**src/rtl/hamming_pkg.sv**
```systemverilog
// Shared Hamming(21,16) definitions: widths, types and the encoder function
// used by both the encoder stage and the downstream decoder.
package hamming_pkg;

  localparam int DATA_W = 16;
  localparam int CODE_W = 21;
  localparam int PAR_W  = 5;

  typedef logic [DATA_W-1:0] data_t;
  typedef logic [CODE_W-1:0] code_t;

  // Position p (1..21) maps to code[p-1]; powers of two hold parity, the rest
  // take data bits in ascending order.
  function automatic code_t hamming_encode(input data_t data);
    code_t code;
    int    di;
    logic  par;
    code = '0;
    di   = 0;
    for (int p = 1; p <= CODE_W; p++) begin
      if ((p & (p - 1)) != 0) begin
        code[5'(p - 1)] = data[4'(di)];
        di++;
      end else begin
        code[5'(p - 1)] = 1'b0;
      end
    end
    for (int k = 0; k < PAR_W; k++) begin
      par = 1'b0;
      for (int p = 1; p <= CODE_W; p++) begin
        par = par ^ ((((p >> k) & 1) != 0) ? code[5'(p - 1)] : 1'b0);
      end
      code[5'((1 << k) - 1)] = par;
    end
    return code;
  endfunction

endpackage

```
**src/rtl/sync_fifo.sv**
```systemverilog
// Synchronous first-word fall-through FIFO with occupancy count.
// DEPTH must be a power of two so the pointers wrap naturally.
module sync_fifo #(
  parameter int WIDTH = 21,
  parameter int DEPTH = 4
) (
  input  logic                           clk,
  input  logic                           rst,
  input  logic                           wr_en,
  input  logic [WIDTH-1:0]               wr_data,
  input  logic                           rd_en,
  output logic [WIDTH-1:0]               rd_data,
  output logic                           full,
  output logic                           empty,
  output logic [$clog2(DEPTH+1)-1:0]     count
);

  localparam int PTR_W = $clog2(DEPTH);
  localparam int CNT_W = $clog2(DEPTH + 1);

  logic [WIDTH-1:0] mem_r [DEPTH];
  logic [PTR_W-1:0] wr_ptr_r;
  logic [PTR_W-1:0] rd_ptr_r;
  logic [CNT_W-1:0] count_r;
  logic             full_s;
  logic             empty_s;
  logic             do_wr_s;
  logic             do_rd_s;

  assign full_s  = (count_r == CNT_W'(DEPTH));
  assign empty_s = (count_r == CNT_W'(0));
  assign do_wr_s = wr_en && !full_s;
  assign do_rd_s = rd_en && !empty_s;

  always_ff @(posedge clk) begin
    if (rst) begin
      wr_ptr_r <= '0;
      rd_ptr_r <= '0;
      count_r  <= '0;
    end else begin
      if (do_wr_s) begin
        wr_ptr_r <= wr_ptr_r + PTR_W'(1);
      end
      if (do_rd_s) begin
        rd_ptr_r <= rd_ptr_r + PTR_W'(1);
      end
      case ({do_wr_s, do_rd_s})
        2'b10:   count_r <= count_r + CNT_W'(1);
        2'b01:   count_r <= count_r - CNT_W'(1);
        default: count_r <= count_r;
      endcase
    end
  end

  // Storage carries no reset; contents are don't-care until written.
  always_ff @(posedge clk) begin
    if (do_wr_s && !rst) begin
      mem_r[wr_ptr_r] <= wr_data;
    end
  end

  assign rd_data = mem_r[rd_ptr_r];
  assign full    = full_s;
  assign empty   = empty_s;
  assign count   = count_r;

endmodule

```
**src/rtl/hamming_enc_stage.sv**
```systemverilog
// Hamming(21,16) encoder feeding a codeword FIFO towards the modulator.
// Optional error injection on the stored codeword: HAMMING_ERR_INJ_EN.
module hamming_enc_stage
  import hamming_pkg::*;
#(
  parameter int FIFO_DEPTH = 4
) (
  input  logic                            clk,
  input  logic                            rst,
  input  logic [15:0]                     in_data,
  input  logic                            in_valid,
  output logic                            in_ready,
  output logic [20:0]                     out_code,
  output logic                            out_valid,
  input  logic                            out_ready,
`ifdef HAMMING_ERR_INJ_EN
  input  logic                            inj_en,
  input  logic [4:0]                      inj_pos,
`endif
  output logic [$clog2(FIFO_DEPTH+1)-1:0] fifo_count
);

  code_t code_s;
  code_t flip_s;
  code_t stored_s;
  logic  push_s;
  logic  pop_s;
  logic  full_s;
  logic  empty_s;

  assign code_s = hamming_encode(in_data);

`ifdef HAMMING_ERR_INJ_EN
  // Positions outside 1..21 leave the codeword untouched.
  always_comb begin
    flip_s = '0;
    if (inj_en && (inj_pos != 5'd0) && (inj_pos <= 5'd21)) begin
      flip_s = 21'd1 << (inj_pos - 5'd1);
    end else begin
      flip_s = '0;
    end
  end
`else
  assign flip_s = '0;
`endif

  assign stored_s  = code_s ^ flip_s;
  assign in_ready  = !full_s;
  assign out_valid = !empty_s;
  assign push_s    = in_valid && in_ready;
  assign pop_s     = out_valid && out_ready;

  sync_fifo #(
    .WIDTH (CODE_W),
    .DEPTH (FIFO_DEPTH)
  ) u_fifo (
    .clk     (clk),
    .rst     (rst),
    .wr_en   (push_s),
    .wr_data (stored_s),
    .rd_en   (pop_s),
    .rd_data (out_code),
    .full    (full_s),
    .empty   (empty_s),
    .count   (fifo_count)
  );

endmodule

```
**config.mk**
```make
export PLATFORM = sky130hd
export DESIGN_NAME = hamming_enc_stage
export DESIGN_NICKNAME = d
export VERILOG_FILES = /design/src/rtl/hamming_pkg.sv /design/src/rtl/sync_fifo.sv /design/src/rtl/hamming_enc_stage.sv
export SDC_FILE = /design/constraint.sdc
export NUM_CORES = 1
export LEC_CHECK = 0
export BUFFER_PORTS_ARGS = -buffer_cell sky130_fd_sc_hd__buf_2
export CORE_ASPECT_RATIO = 0.7
export CORE_MARGIN = 2
export CORE_UTILIZATION = 39
export DETAILED_ROUTE_END_ITERATION = 16
export PLACE_DENSITY = 0.63
export SYNTH_ARGS = -nofsm -noshare
export SYNTH_HDL_FRONTEND = slang
export SYNTH_SLANG_ARGS = --single-unit
```
**constraint.sdc**
```tcl
create_clock -name clk -period 5.32 [get_ports clk]
set_input_delay 0.266 -clock clk [delete_from_list [all_inputs] [get_ports clk]]
set_output_delay 0.266 -clock clk [all_outputs]
set_load 0.01 [all_outputs]
```
**Yosys cells after proc, flatten, opt, wreduce, memory -nomap -nowiden**

Memories as Yosys holds them, arrays and structs flattened. A register that Yosys moved wholly into a read port is not among the register bits.
Index checks and enable logic that the tools add are counted.

- Output and inout port bits: 26
- Bits in read-only memories: 0
- Memories: 1
- RAM bits: 32
- Latch bits: 0
- Logic and storage cells: 26
- Input bits: 20
- Flip-flop bits (word level): 7

- Multipliers: 0
- Add/sub/neg operators: 4
- Shifts and indexed selects: 0
- Magnitude comparators: 0
- Div/mod/pow operators: 0
- Bitwise operators: 0
- Equal/unequal tests: 3
- Multiplexer cells: 5
- Reduce and logical (&&, ||, !) cells: 10

Memories:

| name | depth | width | read ports | clocked after memory_dff | write ports | line | source |
|---|---|---|---|---|---|---|---|
| u_fifo.mem_r | 4 | 8 | 1 | 1 | 1 | sync_fifo.sv:21 | `logic [WIDTH-1:0] mem_r [DEPTH];` |

Operators with widths:

| cell | count |
|---|---|
| case mux 3 bit (2 select lines) | 1 |
| logical AND 1 bit | 5 |
| adder 2 x 1 -> 2 bit (second input constant) | 2 |
| 2-to-1 mux 2 bit | 2 |
| adder 3 x 1 -> 3 bit (second input constant) | 1 |
| == test 3 bit (second input constant) | 1 |
| zero test 1 bit | 3 |
| zero test 3 bit | 1 |
| subtractor 3 x 1 -> 3 bit (second input constant) | 1 |
| == test 2 x 1 -> 1 bit (second input constant) | 1 |
| == test 2 bit (second input constant) | 1 |
| 2-to-1 mux 1 bit | 2 |
| nonzero test 2 bit | 1 |

**Longest topological paths before layout**

- Word-level depth: 7
- Mapped depth: 9
- Depth with buffers taken out: 9

**Hierarchy**

Synthesis repeated with hierarchy kept, for this count alone.

- Cells, all modules: 168
- Area, all modules: 3572.2 um2

By module, submodules not included:

| module | cells each | area each (um2) | instances | seq. area each (um2) |
|---|---|---|---|---|
| sync_fifo | 163 | 3548.4 | 1 | 2702.6 |
| hamming_enc_stage | 5 | 23.8 | 1 | 0.0 |

**Least setup slack after synthesis**

Ideal clock, no wire load.

- Kind: register to register
- Start point: reg u_fifo.count_r[2], in the netlist u_fifo.count[2]
- End point: reg u_fifo.count_r[2], in the netlist u_fifo.count[2]
- Slack: 2839 ps
- Data required time: 5249 ps
- Arrival: 2411 ps
- Library setup time: 71 ps
- Buffers on the path: 0
- Cell stages (with the launch flop): 10
- Clock period less this slack: 2481 ps
- Cell sequence: dfxtp_1 -> or3b_1 -> and2_4 -> inv_1 -> ha_1 -> inv_1 -> fa_1 -> xor2_1 -> or3_2 -> a21oi_1

- Word-level cells in the longest chain between the ends: 6
- Elaborated cells between the ends (all ways): 14
- Those cells by class: add/sub (2); eq/ne (3); mux (1); reduce/logical (8)

Ends and longest elaborated chain:

| what | line | source |
|---|---|---|
| start, declared | sync_fifo.sv:24 | `logic [CNT_W-1:0] count_r;` |
| start signal, assigned | sync_fifo.sv:48 | `2'b10: count_r <= count_r + CNT_W'(1);` |
| start signal, assigned | sync_fifo.sv:49 | `2'b01: count_r <= count_r - CNT_W'(1);` |
| start signal, assigned | sync_fifo.sv:50 | `default: count_r <= count_r;` |
| == test 3 bit * | sync_fifo.sv:30 | `assign full_s = (count_r == CNT_W'(DEPTH));` |
| zero test 1 bit * | hamming_enc_stage.sv:48 | `assign in_ready = !full_s;` |
| via in_ready | hamming_enc_stage.sv:12 | `output logic in_ready,` |
| logical AND 1 bit | hamming_enc_stage.sv:50 | `assign push_s = in_valid && in_ready;` |
| logical AND 1 bit * | sync_fifo.sv:32 | `assign do_wr_s = wr_en && !full_s;` |
| == test 2 x 1 -> 1 bit / == test 2 bit (equally long branches) | sync_fifo.sv:47 | `case ({do_wr_s, do_rd_s})` |
| case mux 3 bit (2 select lines) / nonzero test 2 bit (equally long branches) | - |  |

The timed path passes the listed nets; every way through them passes the cells marked *.
A chain may end at the register's enable or synchronous reset.

**Worst setup path after layout**

- Start point: reg u_fifo.count_r[2], in the netlist u_fifo.count[2]
- End point: reg u_fifo.count_r[2], in the netlist u_fifo.count[2]

- Word-level cells in the longest chain between the ends: 6
- Elaborated cells between the ends (all ways): 14
- Those cells by class: add/sub (2); eq/ne (3); mux (1); reduce/logical (8)

Ends and longest elaborated chain:

| what | line |
|---|---|
| == test 3 bit / zero test 3 bit (equally long branches) | sync_fifo.sv:30, sync_fifo.sv:31 |
| zero test 1 bit (on tied branches) | - |
| logical AND 1 bit (on tied branches) | hamming_enc_stage.sv:50, hamming_enc_stage.sv:51 |
| logical AND 1 bit (on tied branches) | sync_fifo.sv:32, sync_fifo.sv:33 |
| == test 2 x 1 -> 1 bit / == test 2 bit (equally long branches) | sync_fifo.sv:47 |
| case mux 3 bit (2 select lines) / nonzero test 2 bit (equally long branches) | - |

Parallel ways exist; a longest one is shown, timed or not.

==> results.rst <==
.. list-table::
   :header-rows: 1

   * - Metric
     - Value
   * - Power per cell area
     - 464.0 nW/um^2
   * - Pin count of the biggest net entering global routing
     - 15
   * - F_max
     - 393.6 MHz
   * - Worst Clk Skew
     - 0.005020 ns
   * - Final wirelength
     - 2673 um
   * - Starting Density
     - 40.41%
   * - Sort of element at the end of the critical path
     - flop
   * - Die boundary width
     - 83.82 um
   * - Post-cts gate resize count
     - 0
   * - Overall die height
     - 59.87 um
   * - Hold Crit Class
     - in -> reg
   * - Total Routing Usage GR
     - 11.01%
   * - Die Outline Area
     - 5018 um^2
   * - Cells after synthesis
     - 107
   * - Filler Cell Count
     - 375
   * - Mean area per synthesized cell
     - 16.25 um^2
   * - Worst-case setup slack after placement
     - 2.802 ns
   * - Area of the mapped netlist
     - 1739 um^2
   * - Transition time at the pin with the least slew margin
     - 0.8852 ns
   * - Final hold vios
     - 0
   * - Area overhead of the layout relative to synthesis
     - 16.76%
   * - Insertion delay to the later sink of the worst-skew pair
     - 0.29 ns
   * - Required @ worst endpoint
     - 5.54 ns
   * - Antenna Cells
     - 0
   * - Number of nets in the layout
     - 164
   * - Max Fanout on Critical Path
     - 7
   * - Via-to-Cell Ratio
     - 4.526
   * - Number of clock buffers inserted by TritonCTS
     - 5
   * - Crit path DAT
     - 2.76 ns
   * - Clock buffer depth
     - 2
   * - Final setup fails
     - 0
   * - Aggregate negative setup slack
     - 0 ns
   * - Htree depth
     - 2
   * - Iteration-0 DRC count of the detailed router
     - 34
   * - Post-synthesis register bit count
     - 41
   * - Netlist cell types
     - 25
   * - Ratio of final minimum period to clock period
     - 47.75%
   * - IO Pins
     - 46
   * - Result of the run
     - completed
   * - First-pass GRT wire length
     - 4036 um
   * - Pre-Repair DR Iteration Count
     - 4
   * - Post-route DRC
     - 0
   * - Maximum vdd drop
     - 0.0001525 V
   * - RSZ-0062 raised after global routing
     - no
   * - Antenna Nets Post-Route
     - 0
   * - Shortest period the worst path allows
     - 2.540 ns
   * - Std cell rows
     - 20
   * - Number of buffer cells added on primary ports
     - 24
   * - Post-CTS Setup Repair Bufs
     - 0
   * - Count of hold buffers inserted by post-cts repair
     - 0
   * - Antenna violations before repair
     - 0
   * - Minimum setup slack in the final design
     - 2.780 ns
   * - Tightest slew margin relative to the limit
     - 40.86%
   * - Proportion of synthesized chip area in sequential cells
     - 65.61%
   * - Clock input transition at the sequential cells of the worst setup and hold paths
     - 0.08 ns
   * - Clock tree from TritonCTS
     - built
   * - CP Launch Type
     - flop
   * - Via count of the first global-routing pass
     - 820
   * - CTS sink cnt
     - 41
   * - Core outline area
     - 4304 um^2
   * - Number of max-cap violations
     - 0
   * - Total count of max-transition violations in the final report
     - 0
   * - Residual overflow from global routing
     - 0
   * - Wire per inst
     - 13.78 um
   * - Library cell used as clock root buffer
     - sky130_fd_sc_hd__clkbuf_8
   * - Warning count from the yosys run
     - 0
   * - Worst setup path class
     - reg -> reg
   * - Leakage
     - 0.7614 nW
   * - Share of cells above drive strength 1
     - 35.25%
   * - Post-detailed-placement half-perimeter wirelength
     - 1888 um
   * - Number of vias after detailed routing
     - 878
   * - GPL Wtd Cong
     - 0.8278
cells in the mapped netlist:
cell	n	area share (%)
sky130_fd_sc_hd__xnor2_1	1	0.50
sky130_fd_sc_hd__clkbuf_1	1	0.22
sky130_fd_sc_hd__o21ai_0	1	0.29
sky130_fd_sc_hd__nor2_1	8	1.7
sky130_fd_sc_hd__inv_1	6	1.3
sky130_fd_sc_hd__buf_1	1	0.22
sky130_fd_sc_hd__xor2_1	3	1.5
sky130_fd_sc_hd__ha_1	5	3.6
sky130_fd_sc_hd__or3b_1	1	0.50
sky130_fd_sc_hd__buf_4	13	5.6
sky130_fd_sc_hd__mux2i_1	1	0.58
sky130_fd_sc_hd__mux4_2	8	10
sky130_fd_sc_hd__or3_2	2	0.86
sky130_fd_sc_hd__fa_1	1	1.2
sky130_fd_sc_hd__nand2b_1	2	0.72
sky130_fd_sc_hd__a21oi_1	2	0.58
sky130_fd_sc_hd__o31a_2	1	0.58
sky130_fd_sc_hd__o311ai_0	1	0.50
sky130_fd_sc_hd__edfxtp_1	32	55
sky130_fd_sc_hd__mux2_4	1	0.86
sky130_fd_sc_hd__nor3b_1	4	1.7
sky130_fd_sc_hd__buf_2	1	0.29
sky130_fd_sc_hd__dfxtp_1	9	10
sky130_fd_sc_hd__and2_4	1	0.50
sky130_fd_sc_hd__conb_1	1	0.22
cell usage in the layout, fill, tap and decap left out, types with 2 or more instances in the layout:
| cell type | instances |
|---|---|
| sky130_fd_sc_hd__buf_4 | 4 |
| sky130_fd_sc_hd__nor3b_1 | 4 |
| sky130_fd_sc_hd__ha_1 | 5 |
| sky130_fd_sc_hd__bufinv_16 | 2 |
| sky130_fd_sc_hd__buf_2 | 24 |
| sky130_fd_sc_hd__inv_1 | 6 |
| sky130_fd_sc_hd__clkbuf_8 | 5 |
| sky130_fd_sc_hd__dfxtp_1 | 9 |
| sky130_fd_sc_hd__or3_2 | 2 |
| sky130_fd_sc_hd__nand2b_1 | 2 |
| sky130_fd_sc_hd__edfxtp_1 | 32 |
| sky130_fd_sc_hd__mux4_2 | 8 |
| sky130_fd_sc_hd__xor2_1 | 3 |
| sky130_fd_sc_hd__a21oi_1 | 2 |
| sky130_fd_sc_hd__nor2_1 | 8 |
| sky130_fd_sc_hd__conb_1 | 13 |
per-stage QoR:
stage                     cells  utilization (%)  instance area, um^2  hold WS (ns)  total power [mW]
after floorplan             119                -                 1784        0.3649            0.5884
after global placement      186            43.98                 1893        0.4762            0.6479
after detailed placement    186            43.98                 1893        0.4898            0.6560
after CTS                   194            47.18                 2031        0.1858            0.9525
after global routing        194            47.18                 2031        0.1885            0.9935
final                       194            47.18                 2031        0.1912            0.9422
power by group:
part | switching (mW) | total (mW) | internal, mW | leakage (nW)
logic | 0.103 | 0.222 | 0.118 | 0.328
clock network | 0.109 | 0.298 | 0.189 | 0.0687
registers | 0.0429 | 0.423 | 0.380 | 0.364
worst paths after layout:
path | end | slack [ns] | startpoint | cells past startpoint
min | u_fifo.mem_r[2][1] | 0.19 | in_data[1] | 1
max | u_fifo.count[2] | 2.78 | u_fifo.count[2] | 9
max reg2reg | u_fifo.count[2] | 2.78 | u_fifo.count[2] | 9
min reg2reg | u_fifo.wr_ptr_r[1] | 0.52 | u_fifo.wr_ptr_r[1] | 2
metal layers:
| layer | GRT usage [%] | up-vias | part of all wire, % |
|---|---|---|---|
| li1 | - | 427 | - |
| met1 | 13.87 | 427 | 46 |
| met2 | 17.60 | 20 | 48 |
| met3 | 4.282 | 4 | 5.6 |
| met4 | 4.147 | 0 | 0.94 |
| met5 | 0 | - | 0 |
flip-flops by register name, summed over array words and instances (netlist names), named ones only:
signal,count
u_fifo.wr_ptr_r,2
u_fifo.rd_ptr_r,2
u_fifo.mem_r,32
u_fifo.count,3
critical path, stage by stage (launching register included):
cell	delay, ns
sky130_fd_sc_hd__dfxtp_1	0.41
sky130_fd_sc_hd__or3b_1	0.39
sky130_fd_sc_hd__and2_4	0.19
sky130_fd_sc_hd__inv_1	0.12
sky130_fd_sc_hd__ha_1	0.21
sky130_fd_sc_hd__inv_1	0.06
sky130_fd_sc_hd__fa_1	0.38
sky130_fd_sc_hd__xor2_1	0.16
sky130_fd_sc_hd__or3_2	0.41
sky130_fd_sc_hd__a21oi_1	0.14
cell families (layout without fill, tap and decap cells):
| logic type | after synthesis | after routing | share of synthesized area (%) |
|---|---|---|---|
| multiplexers | 10 | 10 | 11.80 |
| AO/OA/AOI/OAI | 5 | 5 | 1.942 |
| AND/OR/NAND/NOR | 18 | 18 | 6.043 |
| flip-flops | 41 | 41 | 65.61 |
| adder cells (fa/ha/maj) | 6 | 6 | 4.748 |
| XOR/XNOR | 4 | 4 | 2.015 |
| buffers and inverters | 22 | 42 | 7.625 |
| other | 1 | 13 | 0.2156 |
cell type report:
class,instances,area [um^2],share of cell area (%)
Inverter,6,22.52,1.109
Timing Repair Buffer,28,150.1,7.394
Tap cell,55,68.82,3.389
Clock inverter,3,68.82,3.389
Clock buffer,5,68.82,3.389
Sequential cell,41,1141,56.19
Multi-Input combinational cell,56,510.5,25.14
(Power assumes the default switching activity.)
